$ cat src/rtl/dcache_pkg.sv
`default_nettype none
// ============================================================================
//  Module      : dcache_pkg
//  Description : Shared types and field widths for the L1 data cache
//                miss-handling controller (2-way, 16-set, 32-byte lines).
//                Address split: tag = addr[31:9], index = addr[8:5],
//                word = addr[4:2]. Tag entry: [24] valid, [23] dirty,
//                [22:0] tag.
//  Revision    : 1.0 - initial release
// ============================================================================
package dcache_pkg;

    localparam int ADDR_W  = 32;
    localparam int TAG_W   = 23;
    localparam int IDX_W   = 4;
    localparam int SEL_W   = 3;
    localparam int OFF_W   = 5;
    localparam int WORD_W  = 32;
    localparam int LINE_W  = 256;
    localparam int ENTRY_W = 25;

    // Bit positions inside a tag entry
    localparam int VALID = 24;
    localparam int DIRTY = 23;

    typedef enum logic [1:0] {
        IDLE      = 2'd0,
        WRITEBACK = 2'd1,
        REFILL    = 2'd2,
        UPDATE    = 2'd3
    } state_t;

endpackage
`default_nettype wire

$ cat src/rtl/dcache_line_merge.sv
`default_nettype none
// ============================================================================
//  Module      : dcache_line_merge
//  Description : Combinational word merge. Returns line_i with the 32-bit
//                word selected by sel_i replaced by word_i.
//  Ports       : line_i [255:0] source line
//                word_i [31:0]  replacement word
//                sel_i  [2:0]   word position within the line
//                line_o [255:0] merged line
//  Revision    : 1.0 - initial release
// ============================================================================
module dcache_line_merge
    import dcache_pkg::*;
(
    input  logic [LINE_W-1:0] line_i,
    input  logic [WORD_W-1:0] word_i,
    input  logic [SEL_W-1:0]  sel_i,
    output logic [LINE_W-1:0] line_o
);

    localparam int WORDS = LINE_W / WORD_W;

    for (genvar gi = 0; gi < WORDS; gi++) begin : g_word
        assign line_o[gi*WORD_W +: WORD_W] =
            (sel_i == SEL_W'(gi)) ? word_i : line_i[gi*WORD_W +: WORD_W];
    end

endmodule
`default_nettype wire

$ cat src/rtl/dcache_ctrl.sv
`default_nettype none
// ============================================================================
//  Module      : dcache_ctrl
//  Description : Miss-handling controller for the 2-way write-back L1 data
//                cache. Serves hits combinationally through the SRAM, stalls
//                the CPU on a miss, writes back a dirty victim, refills the
//                line from memory and installs it (merging store data).
//  Ports       : clk_i, rst_i            clock, async active-high reset
//                cpu_*                   CPU load/store port
//                sram_*                  tag/data SRAM (hit/victim lookup)
//                mem_*                   off-chip line memory port
//  Revision    : 1.0 - initial release
// ============================================================================
module dcache_ctrl
    import dcache_pkg::*;
(
    input  logic                clk_i,
    input  logic                rst_i,
    // CPU port
    input  logic                cpu_req_i,
    input  logic                cpu_we_i,
    input  logic [ADDR_W-1:0]   cpu_addr_i,
    input  logic [WORD_W-1:0]   cpu_data_i,
    output logic [WORD_W-1:0]   cpu_data_o,
    output logic                cpu_stall_o,
    // SRAM port
    output logic                sram_enable_o,
    output logic                sram_write_o,
    output logic [IDX_W-1:0]    sram_addr_o,
    output logic [ENTRY_W-1:0]  sram_tag_o,
    output logic [LINE_W-1:0]   sram_data_o,
    input  logic                sram_hit_i,
    input  logic [ENTRY_W-1:0]  sram_tag_i,
    input  logic [LINE_W-1:0]   sram_data_i,
    // Memory port
    output logic                mem_req_o,
    output logic                mem_we_o,
    output logic [ADDR_W-1:0]   mem_addr_o,
    output logic [LINE_W-1:0]   mem_data_o,
    input  logic [LINE_W-1:0]   mem_data_i,
    input  logic                mem_ack_i
);

    state_t             r_state;
    state_t             w_next;

    // Miss context captured in IDLE; everything past IDLE works from these
    logic [TAG_W-1:0]   r_tag;
    logic [IDX_W-1:0]   r_idx;
    logic [SEL_W-1:0]   r_sel;
    logic               r_we;
    logic [WORD_W-1:0]  r_wdata;
    logic [TAG_W-1:0]   r_victim_tag;
    logic [LINE_W-1:0]  r_victim_line;
    logic [LINE_W-1:0]  r_fill_line;

    logic [TAG_W-1:0]   w_cpu_tag;
    logic [IDX_W-1:0]   w_cpu_idx;
    logic [SEL_W-1:0]   w_cpu_sel;
    logic               w_idle;
    logic               w_update;
    logic               w_miss;
    logic               w_victim_dirty;
    logic [LINE_W-1:0]  w_merge_line;
    logic [WORD_W-1:0]  w_merge_word;
    logic [SEL_W-1:0]   w_merge_sel;
    logic [LINE_W-1:0]  w_merged;
    logic               w_unused;

    assign w_cpu_tag = cpu_addr_i[ADDR_W-1 -: TAG_W];
    assign w_cpu_idx = cpu_addr_i[OFF_W +: IDX_W];
    assign w_cpu_sel = cpu_addr_i[2 +: SEL_W];
    assign w_unused  = ^cpu_addr_i[1:0];

    assign w_idle         = (r_state == IDLE);
    assign w_update       = (r_state == UPDATE);
    assign w_miss         = w_idle & cpu_req_i & ~sram_hit_i;
    assign w_victim_dirty = sram_tag_i[VALID] & sram_tag_i[DIRTY];

    assign cpu_data_o  = sram_data_i[w_cpu_sel*WORD_W +: WORD_W];
    assign cpu_stall_o = cpu_req_i & ~(w_idle & sram_hit_i);

    // A single merger serves both the store-hit path (live SRAM line and CPU
    // word) and the install path (refilled line and latched store word).
    assign w_merge_line = w_update ? r_fill_line : sram_data_i;
    assign w_merge_word = w_update ? r_wdata     : cpu_data_i;
    assign w_merge_sel  = w_update ? r_sel       : w_cpu_sel;

    dcache_line_merge u_merge (
        .line_i (w_merge_line),
        .word_i (w_merge_word),
        .sel_i  (w_merge_sel),
        .line_o (w_merged)
    );

    always_ff @(posedge clk_i or posedge rst_i) begin
        if (rst_i) begin
            r_state       <= IDLE;
            r_tag         <= '0;
            r_idx         <= '0;
            r_sel         <= '0;
            r_we          <= 1'b0;
            r_wdata       <= '0;
            r_victim_tag  <= '0;
            r_victim_line <= '0;
            r_fill_line   <= '0;
        end else begin
            r_state <= w_next;
            if (w_miss) begin
                r_tag         <= w_cpu_tag;
                r_idx         <= w_cpu_idx;
                r_sel         <= w_cpu_sel;
                r_we          <= cpu_we_i;
                r_wdata       <= cpu_data_i;
                r_victim_tag  <= sram_tag_i[TAG_W-1:0];
                r_victim_line <= sram_data_i;
            end
            if ((r_state == REFILL) && mem_ack_i) begin
                r_fill_line <= mem_data_i;
            end
        end
    end

    always_comb begin
        w_next        = r_state;
        sram_enable_o = 1'b0;
        sram_write_o  = 1'b0;
        sram_addr_o   = w_cpu_idx;
        sram_tag_o    = {1'b1, cpu_we_i, w_cpu_tag};
        sram_data_o   = w_merged;
        mem_req_o     = 1'b0;
        mem_we_o      = 1'b0;
        mem_addr_o    = '0;
        mem_data_o    = '0;

        case (r_state)
            IDLE: begin
                sram_enable_o = cpu_req_i;
                // Store hit: tag {1, 1, tag} falls out of {1, cpu_we_i, tag}
                sram_write_o  = cpu_req_i & cpu_we_i & sram_hit_i;
                if (w_miss) begin
                    w_next = w_victim_dirty ? WRITEBACK : REFILL;
                end
            end
            WRITEBACK: begin
                mem_req_o  = 1'b1;
                mem_we_o   = 1'b1;
                mem_addr_o = {r_victim_tag, r_idx, {OFF_W{1'b0}}};
                mem_data_o = r_victim_line;
                if (mem_ack_i) begin
                    w_next = REFILL;
                end
            end
            REFILL: begin
                mem_req_o  = 1'b1;
                mem_addr_o = {r_tag, r_idx, {OFF_W{1'b0}}};
                if (mem_ack_i) begin
                    w_next = UPDATE;
                end
            end
            UPDATE: begin
                sram_enable_o = 1'b1;
                sram_write_o  = 1'b1;
                sram_addr_o   = r_idx;
                sram_tag_o    = {1'b1, r_we, r_tag};
                sram_data_o   = r_we ? w_merged : r_fill_line;
                w_next        = IDLE;
            end
            default: w_next = IDLE;
        endcase
    end

endmodule
`default_nettype wire

$ cat config.mk
export PLATFORM = sky130hd
export DESIGN_NAME = dcache_ctrl
export DESIGN_NICKNAME = d
export VERILOG_FILES = /design/src/rtl/dcache_pkg.sv /design/src/rtl/dcache_line_merge.sv /design/src/rtl/dcache_ctrl.sv
export SDC_FILE = /design/constraint.sdc
export NUM_CORES = 2
export LEC_CHECK = 0
export CORE_AREA = 3 3 479 481
export CTS_BUF_LIST = sky130_fd_sc_hd__clkbuf_8
export DETAILED_ROUTE_END_ITERATION = 8
export DIE_AREA = 0 0 482 484
export GPL_ROUTABILITY_DRIVEN = 0
export REMOVE_ABC_BUFFERS = 1
export SETUP_SLACK_MARGIN = 0.15
export SLEW_MARGIN = 30
export SYNTH_ARGS = -nofsm -noshare
export SYNTH_HDL_FRONTEND = slang
export SYNTH_SLANG_ARGS = --single-unit
export TNS_END_PERCENT = 1
$ cat constraint.sdc
create_clock -name clk_i -period 22 [get_ports clk_i]
set_input_delay 2.2 -clock clk_i [delete_from_list [all_inputs] [get_ports clk_i]]
set_output_delay 2.2 -clock clk_i [all_outputs]
set_load 0.02 [all_outputs]
==> summary.txt <==
Critical path
  • Crit path DAT: 6490 ps
  • CP peak stage delay: 910 ps
  • Register-to-Register Setup Slack: 17850 ps
  • R2r startpoint: r_state[0]
  • Cells along the critical path: buf_6 > buf_4 > nand3_4 > buf_4 > mux2i_1 > a222oi_1 > clkdlybuf4s50_1
  • Worst setup endpoint: sram_data_o[230]
  • Worst path required time: 19800 ps
  • Worst Setup SP: cpu_addr_i[3]
  • Reg2Reg Depth: 7
  • Levels on crit path: 7
  • CP Launch Type: input port
  • CP max-delay cell: nand3_4
  • Worst setup path class: input port to output port
  • CP delay by family, top: buffers and inverters
  • Worst path most repeated cell: buf_4
  • Critical path buffer and inverter count: 4
  • Worst reg2reg endpoint: r_victim_line[218]
  • Crit. End Element: output port
  • Largest fanout on the critical path: 27

Global route
  • Number of global-route vias before repair: 32900
  • Initial antenna violation count: 75
  • Global-route wire length before repair: 318000 µm
  • Grt ovf: 0
  • Gr usage total: 20.3%
  • Largest net degree at the start of global routing: 148

Cells and area
  • Layout cells sized above 1: 25.4%
  • Filler instances: 24100
  • Count of non-filler cells in the finished layout: 7061
  • Nets: 4555
  • P&R area growth vs syn: 51.9%

Logic synthesis
  • Synth warn: 0
  • Ys flop type: dfrtp_1
  • Count leader, synth: mux2_2
  • Mapped Area: 34500 µm²
  • Post-synthesis average cell area: 12.2 µm²
  • Sequential fraction of the synthesis area: 43.5%
  • Register bit total from synthesis: 600
  • Synth unique cells: 44
  • Share of the synthesized area in the top cell type: 43.5%
  • Top post-synthesis cells by area: dfrtp_1, mux2_2, mux2i_1
  • Synth top cells by count: mux2_2, dfrtp_1, and2_1
  • Syn Inst Count: 2838
  • Post-synth EDFFs: 0
  • Asr flop ratio synth: 100%
  • Synth area leader: dfrtp_1

Timing
  • RSZ-0062 raised after global routing: false
  • Minimum clock period: 8690 ps
  • Final hold vios: 0
  • Worst-Margin Slew: 1070 ps
  • Worst slew margin: 28.9%
  • Fin Clk Skew: 34.7 ps
  • Setup violators final: 0
  • Setup tns final: 0 ps
  • Final Cycle Share: 39.5%
  • Fmax: 115 MHz
  • Count of final max-slew check failures: 0

Detailed routing
  • Drt wl/cell: 34.9 µm
  • Final ANT Viol Nets: 0
  • Number of vias per cell: 4.49
  • DRT iter0 DRCs: 3483
  • Total number of vias: 31700
  • Residual DRC: 12
  • First drt pass iteration count: 9
  • WL final: 247000 µm

Power and ir drop
  • Sequential power share: 27.1%
  • Worst IR drop on VDD: 76.3 µV
  • Clock share of power: 17.4%
  • Gate power share: 55.5%
  • Total power: 7.32 mW
  • Leakage: 21.9 nW
  • Switching part of the total: 45.3%
  • Internal power: 4.00 mW
  • Switch Pwr: 3.32 mW
  • Pwr/cell area: 140 nW/µm²

Place
  • DP HPWL: 185000 µm
  • Port Buf Inserts: 1208
  • Cell total after placement: 6811

Clocking
  • CTS sink count: 600
  • Resized Gates After CTS: 0
  • H-tree depth: 3
  • Total CTS buffers: 121
  • CTS Hold Bufs: 0
  • # Post-CTS Setup Buffers: 0
  • Reg clk slew, reported paths: 60 ps
  • CTS tree: done
  • Root buffer cell: clkbuf_8
  • Clk_lat worst skew: 840 ps
  • CTS Buffer Depth: 3

Die
  • I/O Pins: 1217
  • Number of cell rows: 174
  • Core area: 225000 µm²
  • Die area: 233000 µm²
  • Die Width: 482 µm
  • Die height: 484 µm
  • Starting Density: 15.3%

Outcome
  • Failing checks: DRC
  • Outcome: finished, violations left

Worst hold path
  • Hold Path Depth: 1
  • Worst min path class: flip-flop to flip-flop

Flow run
  • Maximum capacitance violations: 0
-- per-layer routing --
layer  vias to the layer above  track usage [%]  part of all wire [%]
met5                         -                0                 0.050
met4                        18             10.2                   5.7
met3                       532             8.79                    12
met2                      2170             32.5                    45
met1                     16400             22.9                    37
li1                      12600                -                     -
-- sequential cells by signal, indices dropped and copies added (netlist names) --
signal	count
r_fill_line	256
r_victim_line	256
r_wdata	32
r_tag	23
r_victim_tag	23
r_idx	4
r_sel	3
r_state	2
r_we	1
-- cell type report --
| type | count | area [µm²] | area share (%) |
|---|---|---|---|
| inverters | 263 | 1010 | 1.92 |
| flip-flops and latches | 600 | 15000 | 28.7 |
| clock buffers | 147 | 2020 | 3.86 |
| diodes | 28 | 70.1 | 0.134 |
| multi-input cells | 1667 | 17200 | 32.7 |
| well taps | 2992 | 3740 | 7.14 |
| clock inverters | 73 | 549 | 1.05 |
| repair buffers | 1291 | 12800 | 24.5 |
-- metrics by stage --
step	util [%]	setup WS [ps]	hold WS [ps]	area [µm²]
finish	23.3	13310	496	52400
global route	23.3	13200	504	52400
CTS	23.2	13230	497	52300
detailed placement	22.1	13230	484	49700
global placement	22.1	13240	479	49700
floorplan	-	3010	471	33000
-- power by group through the flow --
stage	Clock, mW	Combinational [mW]	Sequential, mW
global route	1.37	4.27	2.04
global placement	0	4.04	1.96
floorplan	0	2.12	1.88
detailed placement	0	4.07	1.98
CTS	1.33	4.09	1.97
finish	1.27	4.06	1.98
-- logic make-up (layout without fill, tap and decap cells) --
| kind of cell | count (synthesis) | in the layout | synth area share [%] |
|---|---|---|---|
| DFF | 600 | 600 | 43.5 |
| AOI/OAI and AO/OA | 301 | 301 | 8.66 |
| muxes | 1012 | 1012 | 34.1 |
| and+or+nand+nor | 344 | 344 | 6.28 |
| other | 2 | 34 | 0.0218 |
| adders and majority gates | 4 | 4 | 0.145 |
| buffers and inverters | 575 | 1774 | 7.30 |
-- layout by cell type (no fill, tap or decap), types with 2 or more instances in the layout --
master           count
clkdlybuf4s50_1   1205
mux2_2             659
dfrtp_1            599
inv_1              294
and2_1             292
mux2i_1            289
a222oi_1           256
clkbuf_8           147
buf_4               72
mux4_2              64
diode_2             28
nor2b_1             24
a22oi_1             23
clkinv_2            17
clkinvlp_4           7
nand2b_1             6
conb_1               6
bufinv_16            6
buf_12               6
buf_6                5
nand3b_1             4
o32ai_4              4
a31oi_4              4
o22ai_4              4
nor2_1               3
nor3b_2              3
inv_6                3
clkinv_4             3
a21oi_1              2
nand2_1              2
inv_8                2
o21a_4               2
o21ai_0              2
ha_1                 2
ha_4                 2
inv_16               2
buf_16               2
-- how the worst min path moves through the flow --
stage / from / to / slack [ps]
after floorplan: r_victim_line[0] / r_victim_line[0] / 470
after global placement: r_victim_line[113] / r_victim_line[113] / 480
after detailed placement: r_victim_line[186] / r_victim_line[186] / 480
after CTS: r_victim_line[186] / r_victim_line[186] / 500
after global routing: r_victim_line[206] / r_victim_line[206] / 500
final: r_victim_line[247] / r_victim_line[247] / 500
(Power assumes the default switching activity.)
